<file path="src/rtl/s2mm_capture_controller_pkg.sv">
// Shared state encoding and sizing helpers for the S2MM triggered ring-buffer
// capture controller and its address generator.
package s2mm_capture_controller_pkg;

    typedef enum logic [2:0] {
        ST_IDLE,
        ST_ARMED,
        ST_POST,
        ST_STOPPING,
        ST_DRAIN,
        ST_DONE
    } state_t;

    localparam int BURST_LEN_DEFAULT = 16;
    localparam int RESP_CNT_WIDTH    = 16;

    // Ceiling log2; clogb2(1) == 0.
    function automatic int clogb2(input int value);
        int result;
        int v;
        result = 0;
        for (v = value - 1; v > 0; v = v >> 1)
            result = result + 1;
        return result;
    endfunction

endpackage

</file>
<file path="src/rtl/s2mm_ring_addr_gen.sv">
// Ring offset and in-burst beat position for the capture stream; produces the
// byte address the writer packs with each forwarded beat.
module s2mm_ring_addr_gen
    import s2mm_capture_controller_pkg::*;
#(
    parameter int AXI_ADDR_WIDTH = 32,
    parameter int AXI_DATA_WIDTH = 32,
    parameter int CNT_WIDTH      = 20,
    parameter int BURST_LEN      = BURST_LEN_DEFAULT
) (
    input  logic                           clk,
    input  logic                           rst,
    input  logic                           clear,
    input  logic                           advance,
    input  logic [AXI_ADDR_WIDTH-1:0]      cfg_base,
    input  logic [CNT_WIDTH-1:0]           cfg_words,
    output logic [AXI_ADDR_WIDTH-1:0]      address,
    output logic [clogb2(BURST_LEN)-1:0]   beat_in_burst
);

    localparam int BYTE_SHIFT = clogb2(AXI_DATA_WIDTH / 8);
    localparam int BB_W       = clogb2(BURST_LEN);

    logic [CNT_WIDTH-1:0] offset;
    logic                 at_wrap;

    assign at_wrap = (offset == cfg_words - CNT_WIDTH'(1));

    always_ff @(posedge clk or posedge rst) begin
        if (rst) begin
            offset        <= '0;
            beat_in_burst <= '0;
        end else if (clear) begin
            offset        <= '0;
            beat_in_burst <= '0;
        end else if (advance) begin
            offset        <= at_wrap ? '0 : offset + CNT_WIDTH'(1);
            // Power-of-two burst length, so the counter wraps naturally.
            beat_in_burst <= beat_in_burst + BB_W'(1);
        end
    end

    assign address = cfg_base + (AXI_ADDR_WIDTH'(offset) << BYTE_SHIFT);

endmodule

</file>
<file path="src/rtl/s2mm_capture_controller.sv">
// Triggered ring-buffer capture sequencer in front of the S2MM RAM writer:
// gates the sample stream, stops on burst boundaries, waits for all B responses.
module s2mm_capture_controller
    import s2mm_capture_controller_pkg::*;
#(
    parameter int AXI_ADDR_WIDTH   = 32,
    parameter int AXI_DATA_WIDTH   = 32,
    parameter int AXIS_TDATA_WIDTH = 32,
    parameter int CNT_WIDTH        = 20,
    parameter int BURST_LEN        = BURST_LEN_DEFAULT
) (
    input  logic                        aclk,
    input  logic                        areset,
    input  logic [AXI_ADDR_WIDTH-1:0]   cfg_base,
    input  logic [CNT_WIDTH-1:0]        cfg_words,
    input  logic [CNT_WIDTH-1:0]        cfg_post,
    input  logic                        arm,
    input  logic                        trigger,
    input  logic                        abort,
    input  logic [AXIS_TDATA_WIDTH-1:0] S_AXIS_tdata,
    input  logic                        S_AXIS_tvalid,
    output logic                        S_AXIS_tready,
    output logic [AXIS_TDATA_WIDTH-1:0] M_AXIS_tdata,
    output logic                        M_AXIS_tvalid,
    input  logic                        M_AXIS_tready,
    output logic [AXI_ADDR_WIDTH-1:0]   address,
    input  logic                        M_AXI_bvalid,
    input  logic [1:0]                  M_AXI_bresp,
    output logic                        busy,
    output logic                        triggered,
    output logic                        done,
    output logic                        error,
    output logic [AXI_ADDR_WIDTH-1:0]   trigger_addr,
    output logic [AXI_ADDR_WIDTH-1:0]   last_addr
);

    localparam int BB_W = clogb2(BURST_LEN);

    state_t                    state;
    logic                      forwarding;
    logic                      beat;
    logic                      arm_go;
    logic [BB_W-1:0]           beat_in_burst;
    logic [BB_W-1:0]           bib_next;
    logic                      at_boundary;
    logic                      last_beat;
    logic [CNT_WIDTH-1:0]      post_cnt;
    logic [CNT_WIDTH-1:0]      post_next;
    logic [CNT_WIDTH-1:0]      post_thr;
    logic                      post_done;
    logic                      trig_pend;
    logic [RESP_CNT_WIDTH-1:0] bursts_issued;
    logic [RESP_CNT_WIDTH-1:0] bursts_acked;

    assign forwarding    = (state == ST_ARMED) || (state == ST_POST) || (state == ST_STOPPING);
    assign M_AXIS_tdata  = S_AXIS_tdata;
    assign M_AXIS_tvalid = forwarding & S_AXIS_tvalid;
    assign S_AXIS_tready = forwarding ? M_AXIS_tready : 1'b1;
    assign beat          = M_AXIS_tvalid & M_AXIS_tready;
    assign arm_go        = arm && ((state == ST_IDLE) || (state == ST_DONE));

    // Boundary decisions look at the position after this cycle's beat, so a
    // stop never leaves a partial burst behind in the writer.
    assign bib_next    = beat ? beat_in_burst + BB_W'(1) : beat_in_burst;
    assign at_boundary = (bib_next == '0);
    assign last_beat   = (beat_in_burst == BB_W'(BURST_LEN - 1));

    // The trigger beat itself is not a post-trigger beat.
    assign post_thr  = cfg_post & ~CNT_WIDTH'(BURST_LEN - 1);
    assign post_next = post_cnt + CNT_WIDTH'(beat && !trig_pend);
    assign post_done = (post_next >= post_thr) && at_boundary && (!trig_pend || beat);

    s2mm_ring_addr_gen #(
        .AXI_ADDR_WIDTH (AXI_ADDR_WIDTH),
        .AXI_DATA_WIDTH (AXI_DATA_WIDTH),
        .CNT_WIDTH      (CNT_WIDTH),
        .BURST_LEN      (BURST_LEN)
    ) u_addr_gen (
        .clk           (aclk),
        .rst           (areset),
        .clear         (arm_go),
        .advance       (beat),
        .cfg_base      (cfg_base),
        .cfg_words     (cfg_words),
        .address       (address),
        .beat_in_burst (beat_in_burst)
    );

    always_ff @(posedge aclk or posedge areset) begin
        if (areset) begin
            bursts_issued <= '0;
            bursts_acked  <= '0;
            error         <= 1'b0;
        end else if (arm_go) begin
            bursts_issued <= '0;
            bursts_acked  <= '0;
            error         <= 1'b0;
        end else begin
            if (beat && last_beat)
                bursts_issued <= bursts_issued + RESP_CNT_WIDTH'(1);
            if (M_AXI_bvalid)
                bursts_acked <= bursts_acked + RESP_CNT_WIDTH'(1);
            if (M_AXI_bvalid && (M_AXI_bresp != 2'b00))
                error <= 1'b1;
        end
    end

    always_ff @(posedge aclk or posedge areset) begin
        if (areset) begin
            state        <= ST_IDLE;
            busy         <= 1'b0;
            triggered    <= 1'b0;
            done         <= 1'b0;
            trigger_addr <= '0;
            last_addr    <= '0;
            post_cnt     <= '0;
            trig_pend    <= 1'b0;
        end else begin
            if (beat)
                last_addr <= address;
            case (state)
                ST_IDLE, ST_DONE: begin
                    if (arm) begin
                        state     <= ST_ARMED;
                        busy      <= 1'b1;
                        triggered <= 1'b0;
                        done      <= 1'b0;
                        trig_pend <= 1'b0;
                        post_cnt  <= '0;
                    end
                end
                ST_ARMED: begin
                    if (abort) begin
                        state <= at_boundary ? ST_DRAIN : ST_STOPPING;
                    end else if (trigger) begin
                        triggered <= 1'b1;
                        post_cnt  <= '0;
                        if (beat)
                            trigger_addr <= address;
                        else
                            trig_pend <= 1'b1;
                        // A zero post count with the trigger beat closing a burst stops here.
                        if (beat && at_boundary && (post_thr == '0))
                            state <= ST_DRAIN;
                        else
                            state <= ST_POST;
                    end
                end
                ST_POST: begin
                    if (beat && trig_pend) begin
                        trigger_addr <= address;
                        trig_pend    <= 1'b0;
                    end
                    if (abort)
                        state <= at_boundary ? ST_DRAIN : ST_STOPPING;
                    else if (post_done)
                        state <= ST_DRAIN;
                    else
                        post_cnt <= post_next;
                end
                ST_STOPPING: begin
                    if (beat && trig_pend) begin
                        trigger_addr <= address;
                        trig_pend    <= 1'b0;
                    end
                    if (at_boundary)
                        state <= ST_DRAIN;
                end
                ST_DRAIN: begin
                    if (bursts_acked == bursts_issued) begin
                        state <= ST_DONE;
                        busy  <= 1'b0;
                        done  <= 1'b1;
                    end
                end
                default: begin
                    state <= ST_IDLE;
                    busy  <= 1'b0;
                end
            endcase
        end
    end

endmodule

</file>
<file path="config.mk">
export PLATFORM = sky130hd
export DESIGN_NAME = s2mm_capture_controller
export DESIGN_NICKNAME = d
export VERILOG_FILES = /design/src/rtl/s2mm_capture_controller_pkg.sv /design/src/rtl/s2mm_ring_addr_gen.sv /design/src/rtl/s2mm_capture_controller.sv
export SDC_FILE = /design/constraint.sdc
export NUM_CORES = 1
export LEC_CHECK = 0
export ABC_AREA = 1
export CORE_MARGIN = 1.5
export CORE_UTILIZATION = 45
export CTS_CLUSTER_DIAMETER = 120
export DETAILED_ROUTE_END_ITERATION = 10
export PLACE_DENSITY_LB_ADDON = 0.15
export SLEW_MARGIN = 20
export SYNTH_ARGS = -nofsm -noshare
export SYNTH_HDL_FRONTEND = slang
export SYNTH_SLANG_ARGS = --single-unit
</file>
<file path="constraint.sdc">
create_clock -name aclk -period 14.8 [get_ports aclk]
set_input_delay 2.96 -clock aclk [delete_from_list [all_inputs] [get_ports aclk]]
set_output_delay 2.96 -clock aclk [all_outputs]
set_load 0.05 [all_outputs]
</file>
==> results.json <==
{
  "hold_start": "last_addr[9]",
  "avgSynthCellArea_sq_um": 6.90,
  "cts_made_buffers": 17,
  "synth_seq_area_share": 0.354,
  "cp_common_cell": "nand2_1",
  "swShare": 0.461,
  "start_util": 0.461,
  "outcome": "complete, no violations",
  "nets": 1812,
  "syn_inst": 1517,
  "gp_congestion": 0.902,
  "clockPowerShare": 0.233,
  "routedWlPerCell_microns": 14.6,
  "clock_latency_ps": 430,
  "synthDistinctLibCells": 47,
  "max_slew_margin": 0.359,
  "finalClockSkew_ps": 10.3,
  "cp-end-kind": "primary output",
  "cts_root_buf": "clkbuf_16",
  "grt_overflow": 0,
  "slew_viol_final": 0,
  "drtAntennaViolNets": 0,
  "power_leakage_nw": 6.48,
  "totalWireLength_microns": 28500,
  "final_common_cell": "nand2_1",
  "hpwl_microns": 21600,
  "worstSetupPathType": "in2out",
  "worstMarginPinSlew_ps": 961,
  "final_hold_viol_count": 0,
  "switchingPower_w": 0.000940,
  "syn-cell-area_sq_mm": 0.0105,
  "drive_gt1_frac": 0.0360,
  "first_pass_iters": 5,
  "powerDensity_mw_per_mm2": 158,
  "post_cts_buffers": 0,
  "crit_family": "buffers and inverters",
  "hold_path_class": "reg2reg",
  "grt_start_max_net_pins": 76,
  "drt_iter0_markers": 595,
  "cp_num_buf_inv": 3,
  "synth_top_area_cell": "dfrtp_1",
  "cts_tree": "built",
  "htreeDepth": 4,
  "drc_errors": 0,
  "dieArea_sq_mm": 0.0242,
  "layout_min_cycle_time_ps": 9400,
  "crit_slowest_cell": "clkdlybuf4s50_1",
  "ys_top_cells_by_area": "dfrtp_1, nand2_1, inv_1",
  "io_buffer_count": 179,
  "setup-violations-final": 0,
  "fillCellCount": 2208,
  "die_y_microns": 156,
  "num_io_pins": 248,
  "cts_resized": 0,
  "arrival_ps": 6440,
  "synth-async-reset-ratio": 1.00,
  "ir_drop_v": 0.000139,
  "grt.total_usage": 0.244,
  "utilization": 0.568,
  "layout_common_cells": "nand2_1, inv_1, clkdlybuf4s50_1, dfrtp_1, nand3_1",
  "totalNegativeSetupSlack_ps": 0,
  "synth_edf_count": 0,
  "viasPerCell": 5.12,
  "antenna_found_initial": 1,
  "power_frac_comb": 0.483,
  "clkTransAtPathRegs_ps": 60,
  "p_seq_frac": 0.283,
  "clk_path_buf_depth": 2,
  "syn_to_final_growth_pct": 23.2,
  "cp_slowest_stage_delay_ps": 880,
  "worstSetupStartpointType": "input port",
  "synthFlopType": "dfrtp_1",
  "worstPathMaxFanout": 4,
  "path_cells": "clkdlybuf4s50_1, ha_1, inv_1, fa_1, o21ai_0, nand2_1, nand2_1, nand2_1, nand2_1, nand4_1, nand2_1, xor2_1, clkdlybuf4s50_1",
  "core_sq_mm": 0.0227,
  "rows": 55,
  "period_share": 0.635,
  "grt_pass1_vias": 9541,
  "fmax_mhz": 106,
  "cts_sinks": 148,
  "crit_path_start": "cfg_base[2]",
  "synth_seq_cells": 148,
  "p_int_w": 0.00110,
  "cap_violations": 0,
  "rsz0062_at_grt": "false",
  "worstPathRequired_ps": 11840,
  "synth_top_area_frac": 0.354,
  "r2r_start": "state[2]",
  "dr_total_vias": 9994,
  "cts.hold.buffers_added": 0,
  "grt_pass1_wl_microns": 47300,
  "dieWidth_microns": 156,
  "syn-num-nets": 1675,
  "yosysWarnings": 0
}
[registers in the layout, indices dropped and copies added, names as in the netlist, 3 cells and up]
| name | flops |
|---|---|
| trigger_addr | 32 |
| bursts_issued | 16 |
| bursts_acked | 16 |
| u_addr_gen.beat_in_burst | 4 |
| last_addr | 32 |
| u_addr_gen.offset | 20 |
| post_cnt | 20 |
| state | 3 |
[area by class of cell]
type | count | area, sq um | share of cell area
antenna | 1 | 2.50 | 0.000194
clock buffer | 20 | 447 | 0.0346
clock inverter | 12 | 193 | 0.0149
inverter | 186 | 703 | 0.0545
multi-input combinational | 1118 | 5670 | 0.440
sequential | 148 | 3700 | 0.287
tap | 285 | 357 | 0.0277
timing repair buffer | 183 | 1820 | 0.141
[Yosys cell counts, drive strengths merged, types with 2 or more instances]
library cell,count
nand2,500
inv,186
dfrtp,148
nor2,127
nand3,124
o21ai,68
a21oi,66
xor2,56
buf,48
ha,43
nand4,30
nor3,24
xnor2,22
clkbuf,17
nor4,10
a31oi,7
nand3b,7
and2,6
or2,5
nor3b,3
o21a,3
o31ai,3
a21o,2
and3,2
o211ai,2
o21bai,2
[cell families after synthesis]
kind of cell / synth area share
compound gates: 0.0809
buf+inv: 0.105
xor+xnor: 0.0652
simple gates: 0.342
fa+ha+maj: 0.0533
flops: 0.354
[worst reg2reg max path, cell delays in order, from the launching register on]
cell and delay (ps):
dfrtp_1 420, inv_1 160, o21ai_2 140, nor2_4 130, nand2_4 340, nor2_1 230
ha_1 210, ha_1 190, nand2_1 60, nor2_1 170, nand3_1 150, nor2_1 140
nand2_1 110, nor2_2 140, nand2_1 110, nor2_2 160, nand4_1 130, xnor2_1 180
ha_1 310, nand4_1 140, nor2_1 230, nand4_1 140, nand2_1 90, a21oi_1 70
o21ai_2 550, inv_2 270, nor2_1 150, nand2_1 70
[power by group through the flow]
stage	Sequential, W	Combinational [W]	Clock (W)
after floorplan	0.000878	0.000388	0
after global placement	0.000582	0.000979	0
after detailed placement	0.000583	0.000988	0
after CTS	0.000578	0.000992	0.000485
after global routing	0.000592	0.00106	0.000504
final	0.000578	0.000986	0.000476
[worst paths after layout]
path | endpoint | slack (ps) | depth (start not counted)
max | address[18] | 5400 | 13
min | last_addr[9] | 480 | 2
max reg2reg | state[1] | 9510 | 27
min reg2reg | last_addr[9] | 480 | 2
max in group asynchronous | state[2] | 10340 | 3
min in group asynchronous | last_addr[30] | 3020 | 2
[routing by layer]
metal	vias to the layer above	global-route usage	wire length [microns]
met5	-	0	0
met4	0	0.0830	678
met3	42	0.0511	1580
met2	249	0.398	13100
met1	4606	0.323	13100
li1	5097	-	-
[through the flow]
step | hold WS [ps] | setup WS (ps) | total power [W] | area (sq um) | std cells
final | 477 | 5400 | 0.00204 | 12900 | 1953
after global routing | 494 | 5180 | 0.00216 | 12900 | 1952
after CTS | 482 | 5370 | 0.00205 | 12900 | 1952
after detailed placement | 464 | 5390 | 0.00157 | 12300 | 1920
after global placement | 461 | 5400 | 0.00156 | 12300 | 1920
after floorplan | 448 | 6590 | 0.00127 | 10500 | 1517
Power figures use the tool's default switching activity.
